## config.mk

```make
export PLATFORM = sky130hd
export DESIGN_NAME = riv_timer_bank
export DESIGN_NICKNAME = d
export VERILOG_FILES = /design/src/rtl/riv_timer_bank.sv
export SDC_FILE = /design/constraint.sdc
export NUM_CORES = 1
export LEC_CHECK = 0
export CAP_MARGIN = 20
export CORE_ASPECT_RATIO = 1.2
export CORE_MARGIN = 2
export CORE_UTILIZATION = 52
export CTS_CLUSTER_SIZE = 24
export DETAILED_ROUTE_END_ITERATION = 10
export PLACE_DENSITY_LB_ADDON = 0.15
export SYNTH_ARGS = -nofsm -noshare
export SYNTH_HDL_FRONTEND = slang
export SYNTH_SLANG_ARGS = --single-unit
```

## constraint.sdc

```tcl
create_clock -name clk -period 3.4 [get_ports clk]
set_clock_uncertainty 0.05 [all_clocks]
set_input_delay 0.68 -clock clk [delete_from_list [all_inputs] [get_ports clk]]
set_output_delay 0.68 -clock clk [all_outputs]
set_load 0.03 [all_outputs]
```

## src/rtl/riv_timer_bank.sv

```systemverilog
// Bank of N_CH independent down-counters with one-shot or periodic reload.
// Each channel exposes its live count, a zero-level flag and a one-cycle expiry pulse.
module riv_timer_bank #(
    parameter int WIDTH = 16,
    parameter int N_CH  = 4
) (
    input  logic                    clk,
    input  logic                    rst_n,
    input  logic [N_CH-1:0]         load,
    input  logic [N_CH*WIDTH-1:0]   value,
    input  logic [N_CH-1:0]         enable,
    input  logic [N_CH-1:0]         auto_reload,
    output logic [N_CH*WIDTH-1:0]   count,
    output logic [N_CH-1:0]         done,
    output logic [N_CH-1:0]         expire,
    output logic                    any_done
);

    localparam logic [WIDTH-1:0] CNT_ZERO = {WIDTH{1'b0}};
    localparam logic [WIDTH-1:0] CNT_ONE  = {{(WIDTH-1){1'b0}}, 1'b1};

    logic [WIDTH-1:0] count_q  [N_CH];
    logic [WIDTH-1:0] count_d  [N_CH];
    logic [WIDTH-1:0] reload_q [N_CH];
    logic [WIDTH-1:0] reload_d [N_CH];
    logic [N_CH-1:0]  expire_q;
    logic [N_CH-1:0]  expire_d;

    // Next-state per channel: load beats enable; a zero count either reloads or parks at zero.
    always_comb begin
        for (int i = 0; i < N_CH; i++) begin
            count_d[i]  = count_q[i];
            reload_d[i] = reload_q[i];
            expire_d[i] = 1'b0;
            if (load[i]) begin
                count_d[i]  = value[i*WIDTH +: WIDTH];
                reload_d[i] = value[i*WIDTH +: WIDTH];
            end else if (enable[i]) begin
                if (count_q[i] != CNT_ZERO) begin
                    count_d[i]  = count_q[i] - CNT_ONE;
                    // Pulse lands in the cycle the count first reads zero.
                    expire_d[i] = (count_q[i] == CNT_ONE);
                end else if (auto_reload[i]) begin
                    count_d[i] = reload_q[i];
                end else begin
                    count_d[i] = CNT_ZERO;
                end
            end else begin
                count_d[i] = count_q[i];
            end
        end
    end

    // Channel state registers with synchronous active-low reset.
    always_ff @(posedge clk) begin
        if (!rst_n) begin
            for (int i = 0; i < N_CH; i++) begin
                count_q[i]  <= CNT_ZERO;
                reload_q[i] <= CNT_ZERO;
            end
            expire_q <= {N_CH{1'b0}};
        end else begin
            for (int i = 0; i < N_CH; i++) begin
                count_q[i]  <= count_d[i];
                reload_q[i] <= reload_d[i];
            end
            expire_q <= expire_d;
        end
    end

    for (genvar g = 0; g < N_CH; g++) begin : g_out
        assign count[g*WIDTH +: WIDTH] = count_q[g];
        assign done[g]                 = (count_q[g] == CNT_ZERO);
    end

    assign expire   = expire_q;
    assign any_done = |done;

endmodule

```

==> Word level (Yosys, flattened, before mapping) <==
Memories as Yosys holds them, arrays and structs flattened.
Index checks and enable logic that the tools add are counted.
{ "word_totals": {"register_bits": 4, "ram_bits": 128, "mem_bits_ro": 0, "in_bits": 78, "mem_count": 2, "latchBits": 0} }
{ "mem_list": {"columns": ["memory", "depth", "width", "rd", "rd_clocked_by_memory_dff", "wr", "line", "rtl"], "rows": [
  ["count_q", 4, 16, 4, 0, 4, "22", "logic [WIDTH-1:0] count_q [N_CH];"],
  ["reload_q", 4, 16, 4, 0, 4, "24", "logic [WIDTH-1:0] reload_q [N_CH];"]
]} }
{ "op_classes": {"n_mul": 0, "bitwise_logic": 17, "shifts": 0, "eq_ne": 4, "magnitude_cmp": 0, "n_mux": 30, "add_sub_neg": 4, "div": 0, "n_reduce_logical": 13} }
{ "ops": {"columns": ["op", "count"], "rows": [
  ["$mux W16", 28],
  ["$eq A16 B1 Y1 const B", 4],
  ["$logic_not A16 Y1", 4],
  ["$reduce_bool A16 Y1", 4],
  ["$sub A16 B1 Y16 const B", 4],
  ["$reduce_or A4 Y1", 5],
  ["$not A1 Y1", 9],
  ["$or A1 B1 Y1", 8],
  ["$mux W1", 2]
]} }

==> Longest topological paths before layout <==
Gate-level depths: netlist of run 1.
{ "logic_depth": {"word_depth": 5, "depth_mapped": 10} }

==> Worst setup path after synthesis of run 1 <==
OpenSTA, ideal clock, no wires.
{ "synth_timing": {"kind": "reg2out", "startpoint": "mem count_q[2][0], in the netlist count_q[0][32]", "endpoint": "out any_done", "arrival_time_ps": 2405, "path_stages_with_launch": 8, "required_ps": 2670, "slack_ps": 265, "path_cell_list": "dfxtp_1 inv_1 ha_1 or4b_2 buf_2 nor4_1 buf_2 or4_1"} }
{ "synth_lines": {"columns": ["item", "line", "rtl"], "rows": [
  ["start: declaration", "22", null],
  ["end: declaration", "16", "output logic any_done"]
]} }

==> metrics.cfg, run 1 <==
[status]
status = completed

[final_layout]
nFillCells = 1154
syn2layout_area_growth_pct = 30.85
diodes = 0
num-nets-final = 1110
final_util_pct = 69.22
drive_gt1_share_pct = 7.864
layout.cells.non_filler = 1201

[route]
wl_um = 21030
dr_total_vias = 7465
drt_iter0_drc = 569
wl_per_cell_um = 17.51
drcViolationCount = 0
ant_nets = 0
drtPass1Iterations = 5
vias_per_cell = 6.216

[synthesis]
synth_most_common_cell = dfxtp_1
ys_top_cells_by_count = dfxtp_1, nor2_1, a21oi_1, mux2i_1, nand2_1
synth-edff-count = 0
syn_inst = 890
synth_cell_types = 69
yosysTopAreaCellShare_pct = 36.30
synth_area_leader_cell = dfxtp_1
async_flop_share_pct = 0
synth_fp_nets = 980
ys.flop_type = dfxtp_1
yosys_warnings = 0
yosysSeqAreaShare_pct = 36.30
yosys-top-cells-area = dfxtp_1, mux2i_1, nor2_1, a21oi_1, o21ai_0
syn_avg_cell_area_um2 = 8.179
syn-cell-area_mm2 = 0.007279
ys_ff_latch = 132

[sta]
fin_crit_sh_pct = 92.74
tns_ns = 0
setup_viol_count_final = 0
worst_pin_slew_ns = 0.7246
fin_crit_ns = 3.153
maxSlewViolCount = 0
max-slew-margin-rel_pct = 51.25
finalHoldViolCount = 0
max_freq_mhz = 317.1
rsz0062_at_grt = false

[clock_tree]
clock-root-buffer = clkbuf_16
cts_buffer_depth = 2
cts_num_sinks = 132
path_clk_slew_ns = 0.05
cts_buffers = 17
clock_latency_ns = 0.42
cts_setup_buffers = 0
htree_levels = 4
tritoncts = built

[placement]
place.port_buffers = 150
place.gp.congestion = 0.9061
dp_hpwl_um = 14040
dp.cells = 1172

[pwr]
vdd_ir_drop_max_mv = 0.3284
cellPowerDensity_mw_per_mm2 = 495.2
leakage_nw = 3.748
finalPower_mw = 4.717

[worst_setup_path]
cp_slowest_cell = or4b_4
critical_path_class = reg2out
rr_worst_depth = 8
cp_data_arrival_time_ns = 2.42
crit_path_end_kind = output port
worstSetupStartpointType = flop
crit_path_frequent_cell = buf_4
reg2reg_to = count_q[0][4]$_SDFFE_PN0P_
r2r_start = count_q[0][0]$_SDFFE_PN0P_
path_cells = inv_1, ha_1, or4b_4, nor4_4, buf_4, buf_4
worst-path-max-fanout = 10
cpLargestDelayFamily = simple AND/OR/NAND/NOR gates
crit_required_ns = 2.67
critical_path_buf_inv_count = 3
cpPeakStageDelay_ns = 0.54
regToRegSetupSlack_ns = 0.77

[die]
chipWidth_um = 112.0
die_h_um = 133.6
start_util_pct = 52.90
pin_count = 151
coreArea_mm2 = 0.01376
row_count = 47
dieArea_mm2 = 0.01497

[worst_hold_path]
worstHoldEndpoint = reload_q[2][2]$_SDFFE_PN0P_
hp-class = reg2reg
hp-start = reload_q[2][2]$_SDFFE_PN0P_
hold_depth = 2

[flow_run]
max_cap_viol_count = 0

[global_route]
grt_pass1_vias = 6943
antenna_found_initial = 0
grt-ovfl-total = 0
grt_max_degree = 51
grt_usage_pct = 28.13
grt_pass1_wl_um = 34800

state kept, by name (all words and copies together), names as in the netlist:
register / count
count_q: 64
expire: 4
reload_q: 64
through the flow:
step / cell area [um2] / hold slack (ns) / setup WS, ns
6_report: 9525 / 0.4157 / 0.2467
3_5_place_dp: 8927 / 0.4077 / 0.4675
5_1_grt: 9525 / 0.4361 / 0.09416
3_3_place_gp: 8927 / 0.4014 / 0.5164
2_1_floorplan: 7279 / 0.3955 / 0.2647
4_1_cts: 9522 / 0.4166 / 0.03719
worst reg2reg max path, delay by kind of cell (launching register included):
kind	cells	cell delay, ns
buffers and inverters	2	0.38
AND/OR/NAND/NOR	2	1.02
flip-flops	1	0.34
adder cells (fa/ha/maj)	1	0.16
AO/OA/AOI/OAI	3	0.58
area by class of cell:
type	count	area, um2	share of cell area [%]
timing repair buffer	179	1714	18.00
sequential	132	2643	27.74
clock inverter	4	70.07	0.7356
tap	171	214.0	2.246
inverter	26	97.59	1.025
multi-input combinational	664	4272	44.84
clock buffer	25	515.5	5.412
layout by cell type (no fill, tap or decap), types with 5 or more instances in the layout:
cell type	n
o31ai_1	7
nor2_1	103
a41oi_1	6
or3_1	12
clkbuf_8	6
a21oi_1	69
xnor2_1	12
nor3_1	32
clkdlybuf4s50_1	144
or4_1	12
dfxtp_1	132
xor2_1	6
o32ai_1	6
o21ai_0	47
buf_4	33
clkbuf_16	17
and3_1	9
o211ai_1	15
nand4_1	9
a32o_1	7
a22oi_1	8
nand2_1	55
nor3b_1	5
mux2i_1	64
ha_1	12
a211oi_1	11
nand3_1	29
a31oi_1	22
nor4_1	22
inv_1	25
o21a_1	6
layer usage:
metal,up-vias,GRT usage [%],wire length [um]
li1,3572,-,-
met1,3525,37.59,9207
met2,324,44.78,10070
met3,44,5.732,1337
met4,0,11.18,412
met5,-,0,0
repair_timing:
item / 4_1_cts / 5_1_grt
hold buffers: 0 / 0
setup endpoints to repair: 1 / 2
resized for setup: 1 / 1
how the worst max path moves through the flow:
stage                                      from        to  slack [ns]  cells past startpoint
floorplan           count_q[0][32]$_SDFFE_PN0P_  any_done        0.26                      7
global route        count_q[0][16]$_SDFFE_PN0P_  any_done        0.09                      7
CTS                 count_q[0][32]$_SDFFE_PN0P_   done[2]        0.04                      6
finish              count_q[0][32]$_SDFFE_PN0P_   done[2]        0.25                      6
detailed placement  count_q[0][32]$_SDFFE_PN0P_   done[2]        0.47                      6
global placement    count_q[0][32]$_SDFFE_PN0P_   done[2]        0.52                      6
power by group:
part,switching (mW),internal [mW],total [mW]
clock,0.662,1.18,1.84
sequential,0.140,1.66,1.80
combinational,0.597,0.478,1.08
cell families (layout without fill, tap and decap cells):
family          after synthesis  after routing  share of synthesized area (%)
simple gates                319            319                          22.48
compound gates              251            251                          22.91
buf+inv                      94            234                          5.277
xor+xnor                     18             18                          2.166
mux                          64             64                          8.800
flops                       132            132                          36.30
fa+ha+maj                    12             12                          2.063
(Power assumes the default switching activity.)
==> run 2, diff against run 1 <==
--- a/config.mk
+++ b/config.mk
@@ -7,7 +7,7 @@
 export LEC_CHECK = 0
 export CAP_MARGIN = 20
 export CORE_ASPECT_RATIO = 1.2
-export CORE_MARGIN = 2
+export CORE_MARGIN = 4
 export CORE_UTILIZATION = 52
 export CTS_CLUSTER_SIZE = 24
 export DETAILED_ROUTE_END_ITERATION = 10
==> metrics.cfg, run 2 (synthesis gave the netlist of run 1 again) <==
[sta]
fin_crit_sh_pct = 93.98  ; was 92.74%
maxSlewViolCount = 0  ; unchanged
worst_pin_slew_ns = 0.7657  ; was 0.7246 ns
final.setup.worst_slack_ns = 0.2047  ; was 0.2467 ns
max_freq_mhz = 313.0  ; was 317.1 MHz
finalHoldViolCount = 0  ; unchanged
tns_ns = 0  ; unchanged
rsz0062_at_grt = false  ; unchanged
max-slew-margin-rel_pct = 48.48  ; was 51.25%
fin_crit_ns = 3.195  ; was 3.153 ns
setup_viol_count_final = 0  ; unchanged

[worst_setup_path]
worstSetupStartpointType = flop  ; unchanged
worst-path-max-fanout = 5  ; was 10
reg2reg_to = count_q[0][4]$_SDFFE_PN0P_  ; unchanged
crit_cells = 6  ; unchanged
critical_path_buf_inv_count = 2  ; was 3
cp_data_arrival_time_ns = 2.47  ; was 2.42 ns
cp_slowest_cell = or4b_2  ; was or4b_4
path_cells = inv_1, ha_1, or4b_2, nor4_4, or4_1, buf_4  ; was inv_1, ha_1, or4b_4, nor4_4, buf_4, buf_4
regToRegSetupSlack_ns = 0.73  ; was 0.77 ns
rr_worst_depth = 8  ; unchanged
cpLargestDelayFamily = simple AND/OR/NAND/NOR gates  ; unchanged
crit_path_end_kind = output port  ; unchanged
cpPeakStageDelay_ns = 0.63  ; was 0.54 ns
crit_required_ns = 2.67  ; about the same
r2r_start = count_q[0][0]$_SDFFE_PN0P_  ; unchanged
critical_path_class = reg2out  ; unchanged

[final_layout]
diodes = 0  ; unchanged
drive_gt1_share_pct = 8.317  ; was 7.864%
syn2layout_area_growth_pct = 31.80  ; was 30.85%
multi_input_area_mm2 = 0.004263  ; was 0.004272 mm2
seqCellArea_mm2 = 0.002643  ; unchanged
nFillCells = 1170  ; was 1154
layout.cells.non_filler = 1205  ; was 1201
mostFrequentLayoutCells = clkdlybuf4s50_1, dfxtp_1, nor2_1  ; unchanged
num-nets-final = 1112  ; was 1110
layout_commonest_cell = clkdlybuf4s50_1  ; unchanged

[route]
dr_total_vias = 7422  ; was 7465
wl_per_cell_um = 17.72  ; was 17.51 um
ant_nets = 0  ; unchanged
drcViolationCount = 0  ; unchanged
drt_iter0_drc = 557  ; was 569
wl_um = 21350  ; was 21030 um
vias_per_cell = 6.159  ; was 6.216
drtPass1Iterations = 5  ; unchanged

[flow_run]
max_cap_viol_count = 0  ; unchanged

[global_route]
grt_pass1_wl_um = 34530  ; was 34800 um
grt_usage_pct = 26.64  ; was 28.13%
grt_max_degree = 82  ; was 51
grt_pass1_vias = 7043  ; was 6943
antenna_found_initial = 0  ; unchanged
grt-ovfl-total = 0  ; unchanged

[worst_hold_path]
hp-class = reg2reg  ; unchanged
hold_depth = 2  ; unchanged
worstHoldEndpoint = reload_q[0][0]$_SDFFE_PN0P_  ; was reload_q[2][2]$_SDFFE_PN0P_
hp-start = reload_q[0][0]$_SDFFE_PN0P_  ; was reload_q[2][2]$_SDFFE_PN0P_

[pwr]
finalPower_mw = 4.908  ; was 4.717 mW
leakage_nw = 3.783  ; was 3.748 nW
cellPowerDensity_mw_per_mm2 = 511.5  ; was 495.2 mW/mm2
vdd_ir_drop_max_mv = 0.4484  ; was 0.3284 mV

[die]
coreArea_mm2 = 0.01376  ; unchanged
chipWidth_um = 116.0  ; was 112.0 um
row_count = 47  ; unchanged
die_h_um = 137.6  ; was 133.6 um
pin_count = 151  ; unchanged
dieArea_mm2 = 0.01596  ; was 0.01497 mm2
start_util_pct = 52.90  ; unchanged

[clock_tree]
cts_buffers = 17  ; unchanged
cts_num_sinks = 132  ; unchanged
cts_buffer_depth = 2  ; unchanged
path_clk_slew_ns = 0.06  ; was 0.05 ns
htree_levels = 4  ; unchanged
cts_setup_buffers = 0  ; unchanged
clock_latency_ns = 0.42  ; about the same
clock-root-buffer = clkbuf_16  ; unchanged
tritoncts = built  ; unchanged

[placement]
place.gp.congestion = 0.9157  ; was 0.9061
place.port_buffers = 150  ; unchanged
dp_slack_ns = 0.4761  ; was 0.4675 ns
dp.cells = 1174  ; was 1172
dp_hpwl_um = 14530  ; was 14040 um

[status]
status = completed  ; unchanged

## run 2: changes by cell type in the layout (fill, tap and decap cells not counted)
cell | before | now
bufinv_16 | 2 | 5
clkbuf_8 | 6 | 3
buf_4 | 33 | 35
clkinv_2 | 2 | 4
clkbuf_1 | 2 | 1
clkinvlp_4 | 0 | 1
nor4_2 | 0 | 1
nor4_4 | 4 | 3
## run 2: worst register-to-register path: stages (launching register included)
cell and delay [ns]:
dfxtp_1 0.35, inv_1 0.11, ha_1 0.17, or4b_2 0.63
nor4_4 0.43, buf_4 0.26, a21oi_1 0.05, a311o_1 0.31
a32o_1 0.20
## run 2: cell type report
| class | count | share of cell area (%) |
|---|---|---|
| multi-input cells | 664 | 44.43 |
| flip-flops and latches | 132 | 27.54 |
| repair buffers | 181 | 18.02 |
| clock buffers | 21 | 4.903 |
| well taps | 171 | 2.230 |
| clock inverters | 10 | 1.852 |
| inverters | 26 | 1.017 |
## run 2: power by group
group	leakage [nW]	switching [mW]	total [mW]	internal (mW)
clock	0.319	0.681	2.03	1.35
combinational	2.37	0.601	1.08	0.479
sequential	1.09	0.138	1.80	1.66
total	3.78	1.42	4.91	3.49
## run 2: how the worst max path moves through the flow
stage / start / end / slack [ns]
floorplan: count_q[0][32]$_SDFFE_PN0P_ / any_done / 0.26
global placement: count_q[0][32]$_SDFFE_PN0P_ / done[2] / 0.51
detailed placement: count_q[0][32]$_SDFFE_PN0P_ / done[2] / 0.48
CTS: count_q[0][32]$_SDFFE_PN0P_ / done[2] / 0.02
global route: count_q[0][0]$_SDFFE_PN0P_ / any_done / 0.08
finish: count_q[0][0]$_SDFFE_PN0P_ / any_done / 0.20
## run 2: layer usage
| metal | wire length [um] | global-route usage (%) |
|---|---|---|
| met5 | 0 | 0 |
| met3 | 1529 | 5.053 |
| met2 | 10260 | 43.95 |
| met1 | 9186 | 34.39 |
| met4 | 379 | 10.19 |
## run 2: metrics by stage
stage | area (um2) | utilization [%] | hold WS, ns
CTS | 9590 | 69.69 | 0.4157
global route | 9594 | 69.72 | 0.4387
global placement | 8942 | 64.98 | 0.4041
finish | 9594 | 69.72 | 0.4138
floorplan | 7279 | - | 0.3955
detailed placement | 8942 | 64.98 | 0.4061
## run 2: repair_timing
action                                  CTS  global route
hold buffers                              0             0
endpoints found under the hold margin     0             0
endpoints found under the setup margin    0             2
gates resized for setup                   0             1
==> run 3, diff against run 2 <==
--- a/config.mk
+++ b/config.mk
@@ -9,6 +9,7 @@
 export CORE_ASPECT_RATIO = 1.2
 export CORE_MARGIN = 4
 export CORE_UTILIZATION = 52
+export CTS_BUF_LIST = sky130_fd_sc_hd__clkbuf_16
 export CTS_CLUSTER_SIZE = 24
 export DETAILED_ROUTE_END_ITERATION = 10
 export PLACE_DENSITY_LB_ADDON = 0.15
==> metrics.cfg, run 3 (synthesis gave the netlist of run 1 again) <==
[die]
dieArea_mm2 = 0.01596  ; unchanged
chipWidth_um = 116.0  ; unchanged
die_h_um = 137.6  ; unchanged
row_count = 47  ; unchanged
pin_count = 151  ; unchanged
coreArea_mm2 = 0.01376  ; unchanged
start_util_pct = 52.90  ; unchanged

[sta]
fin_crit_ns = 3.212  ; was 3.195 ns
rsz0062_at_grt = false  ; unchanged
tns_ns = 0  ; unchanged
max-slew-margin-rel_pct = 49.19  ; was 48.48%
finalHoldViolCount = 0  ; unchanged
setup_viol_count_final = 0  ; unchanged
maxSlewViolCount = 0  ; unchanged
max_freq_mhz = 311.4  ; was 313.0 MHz
worst_pin_slew_ns = 0.7552  ; was 0.7657 ns
final.setup.worst_slack_ns = 0.1882  ; was 0.2047 ns
fin_crit_sh_pct = 94.46  ; was 93.98%

[pwr]
vdd_ir_drop_max_mv = 0.4482  ; was 0.4484 mV
finalPower_mw = 4.832  ; was 4.908 mW
p_sw_mw = 1.416  ; was 1.420 mW
power_frac_comb_pct = 22.3  ; was 22.0%
cellPowerDensity_mw_per_mm2 = 505.2  ; was 511.5 mW/mm2
p_sw_share_pct = 29.30  ; was 28.94%
seq_power_share_pct = 37.2  ; was 36.6%
intPower_mw = 3.416  ; was 3.487 mW
pwr-share-clk_pct = 40.5  ; was 41.4%
leakage_nw = 3.770  ; was 3.783 nW

[clock_tree]
cts_setup_buffers = 0  ; unchanged
clock-root-buffer = clkbuf_16  ; unchanged
cts_buffers = 17  ; unchanged
post_cts_resize_count = 0  ; unchanged
cts_buffer_depth = 2  ; unchanged
path_clk_slew_ns = 0.06  ; about the same
postCtsHoldBufs = 0  ; unchanged
clock_latency_ns = 0.42  ; about the same
htree_levels = 4  ; unchanged
cts_num_sinks = 132  ; unchanged
tritoncts = built  ; unchanged

[placement]
dp_hpwl_um = 14530  ; unchanged
dp_slack_ns = 0.4761  ; unchanged
place.gp.congestion = 0.9157  ; unchanged
dp.cells = 1174  ; unchanged
place.port_buffers = 150  ; unchanged
placed_area_mm2 = 0.008942  ; unchanged

[worst_setup_path]
cpLargestDelayFamily = simple AND/OR/NAND/NOR gates  ; unchanged
path_cells = inv_1, ha_1, or4b_2, nor4_4, or4_1, buf_4  ; unchanged
critical_path_buf_inv_count = 2  ; unchanged
critical_path_class = reg2out  ; unchanged
worst-path-max-fanout = 5  ; unchanged
crit_path_end_kind = output port  ; unchanged
cp_slowest_cell = or4b_2  ; unchanged
cpPeakStageDelay_ns = 0.63  ; about the same
cp_data_arrival_time_ns = 2.48  ; was 2.47 ns
worstSetupStartpointType = flop  ; unchanged
crit_required_ns = 2.67  ; about the same

[worst_hold_path]
hp-class = reg2reg  ; unchanged

[route]
drcViolationCount = 0  ; unchanged
drt_iter0_drc = 582  ; was 557
wl_per_cell_um = 17.62  ; was 17.72 um
dr_total_vias = 7436  ; was 7422
drtPass1Iterations = 5  ; unchanged
vias_per_cell = 6.171  ; was 6.159
wl_um = 21240  ; was 21350 um
ant_nets = 0  ; unchanged

[final_layout]
mostFrequentLayoutCells = clkdlybuf4s50_1, dfxtp_1, nor2_1  ; unchanged
layout.cells.non_filler = 1205  ; unchanged
finalInstanceArea_mm2 = 0.009564  ; was 0.009594 mm2
layout_commonest_cell = clkdlybuf4s50_1  ; unchanged
num-nets-final = 1112  ; unchanged
drive_gt1_share_pct = 8.027  ; was 8.317%
diodes = 0  ; unchanged
syn2layout_area_growth_pct = 31.39  ; was 31.80%

[global_route]
grt_pass1_wl_um = 34310  ; was 34530 um
grt_usage_pct = 26.51  ; was 26.64%
antenna_found_initial = 0  ; unchanged
grt_pass1_vias = 7016  ; was 7043
grt-ovfl-total = 0  ; unchanged
grt_max_degree = 82  ; unchanged

[status]
status = completed  ; unchanged

[flow_run]
max_cap_viol_count = 0  ; unchanged

==> run 3: power groups by stage <==
stage,logic (mW),registers [mW],clock network [mW]
6_report,1.08,1.80,1.96
3_3_place_gp,1.06,1.82,0
4_1_cts,1.07,1.79,1.97
3_5_place_dp,1.07,1.82,0
2_1_floorplan,0.572,1.91,0
5_1_grt,1.17,1.81,2.05
==> run 3: per-layer routing <==
metal | global-route usage (%) | vias up | wire, um
li1 | - | 3583 | -
met2 | 43.60 | 297 | 10160
met5 | 0 | - | 0
met4 | 10.25 | 0 | 433
met3 | 5.228 | 43 | 1522
met1 | 34.17 | 3513 | 9121
==> run 3: worst register-to-register path: cells and delay by family (launching register included) <==
| family | cells | cell delay, ns |
|---|---|---|
| AOI/OAI and AO/OA | 3 | 0.57 |
| buffers and inverters | 2 | 0.38 |
| adders and majority gates | 1 | 0.17 |
| and+or+nand+nor | 2 | 1.07 |
| DFF | 1 | 0.35 |
==> run 3: area by class of cell <==
cell class	count	area (um2)
multi-input cells	664	4263
fillers	1182	4197
flip-flops and latches	132	2643
repair buffers	181	1729
clock buffers	17	425.4
well taps	171	214.0
clock inverters	14	192.7
inverters	26	97.59
==> run 3: final timing paths <==
check	from	to	slack [ns]	depth (start not counted)
max	count_q[0][0]$_SDFFE_PN0P_	any_done	0.19	6
max reg2reg	count_q[0][0]$_SDFFE_PN0P_	count_q[0][4]$_SDFFE_PN0P_	0.71	8
min reg2reg	reload_q[0][0]$_SDFFE_PN0P_	reload_q[0][0]$_SDFFE_PN0P_	0.41	2
min	reload_q[0][0]$_SDFFE_PN0P_	reload_q[0][0]$_SDFFE_PN0P_	0.41	2
==> run 3: per-stage QoR <==
| step | util (%) | hold slack (ns) |
|---|---|---|
| final | 69.50 | 0.4127 |
| after global routing | 69.50 | 0.4387 |
| after CTS | 69.48 | 0.4157 |
| after global placement | 64.98 | 0.4041 |
| after floorplan | - | 0.3955 |
| after detailed placement | 64.98 | 0.4061 |
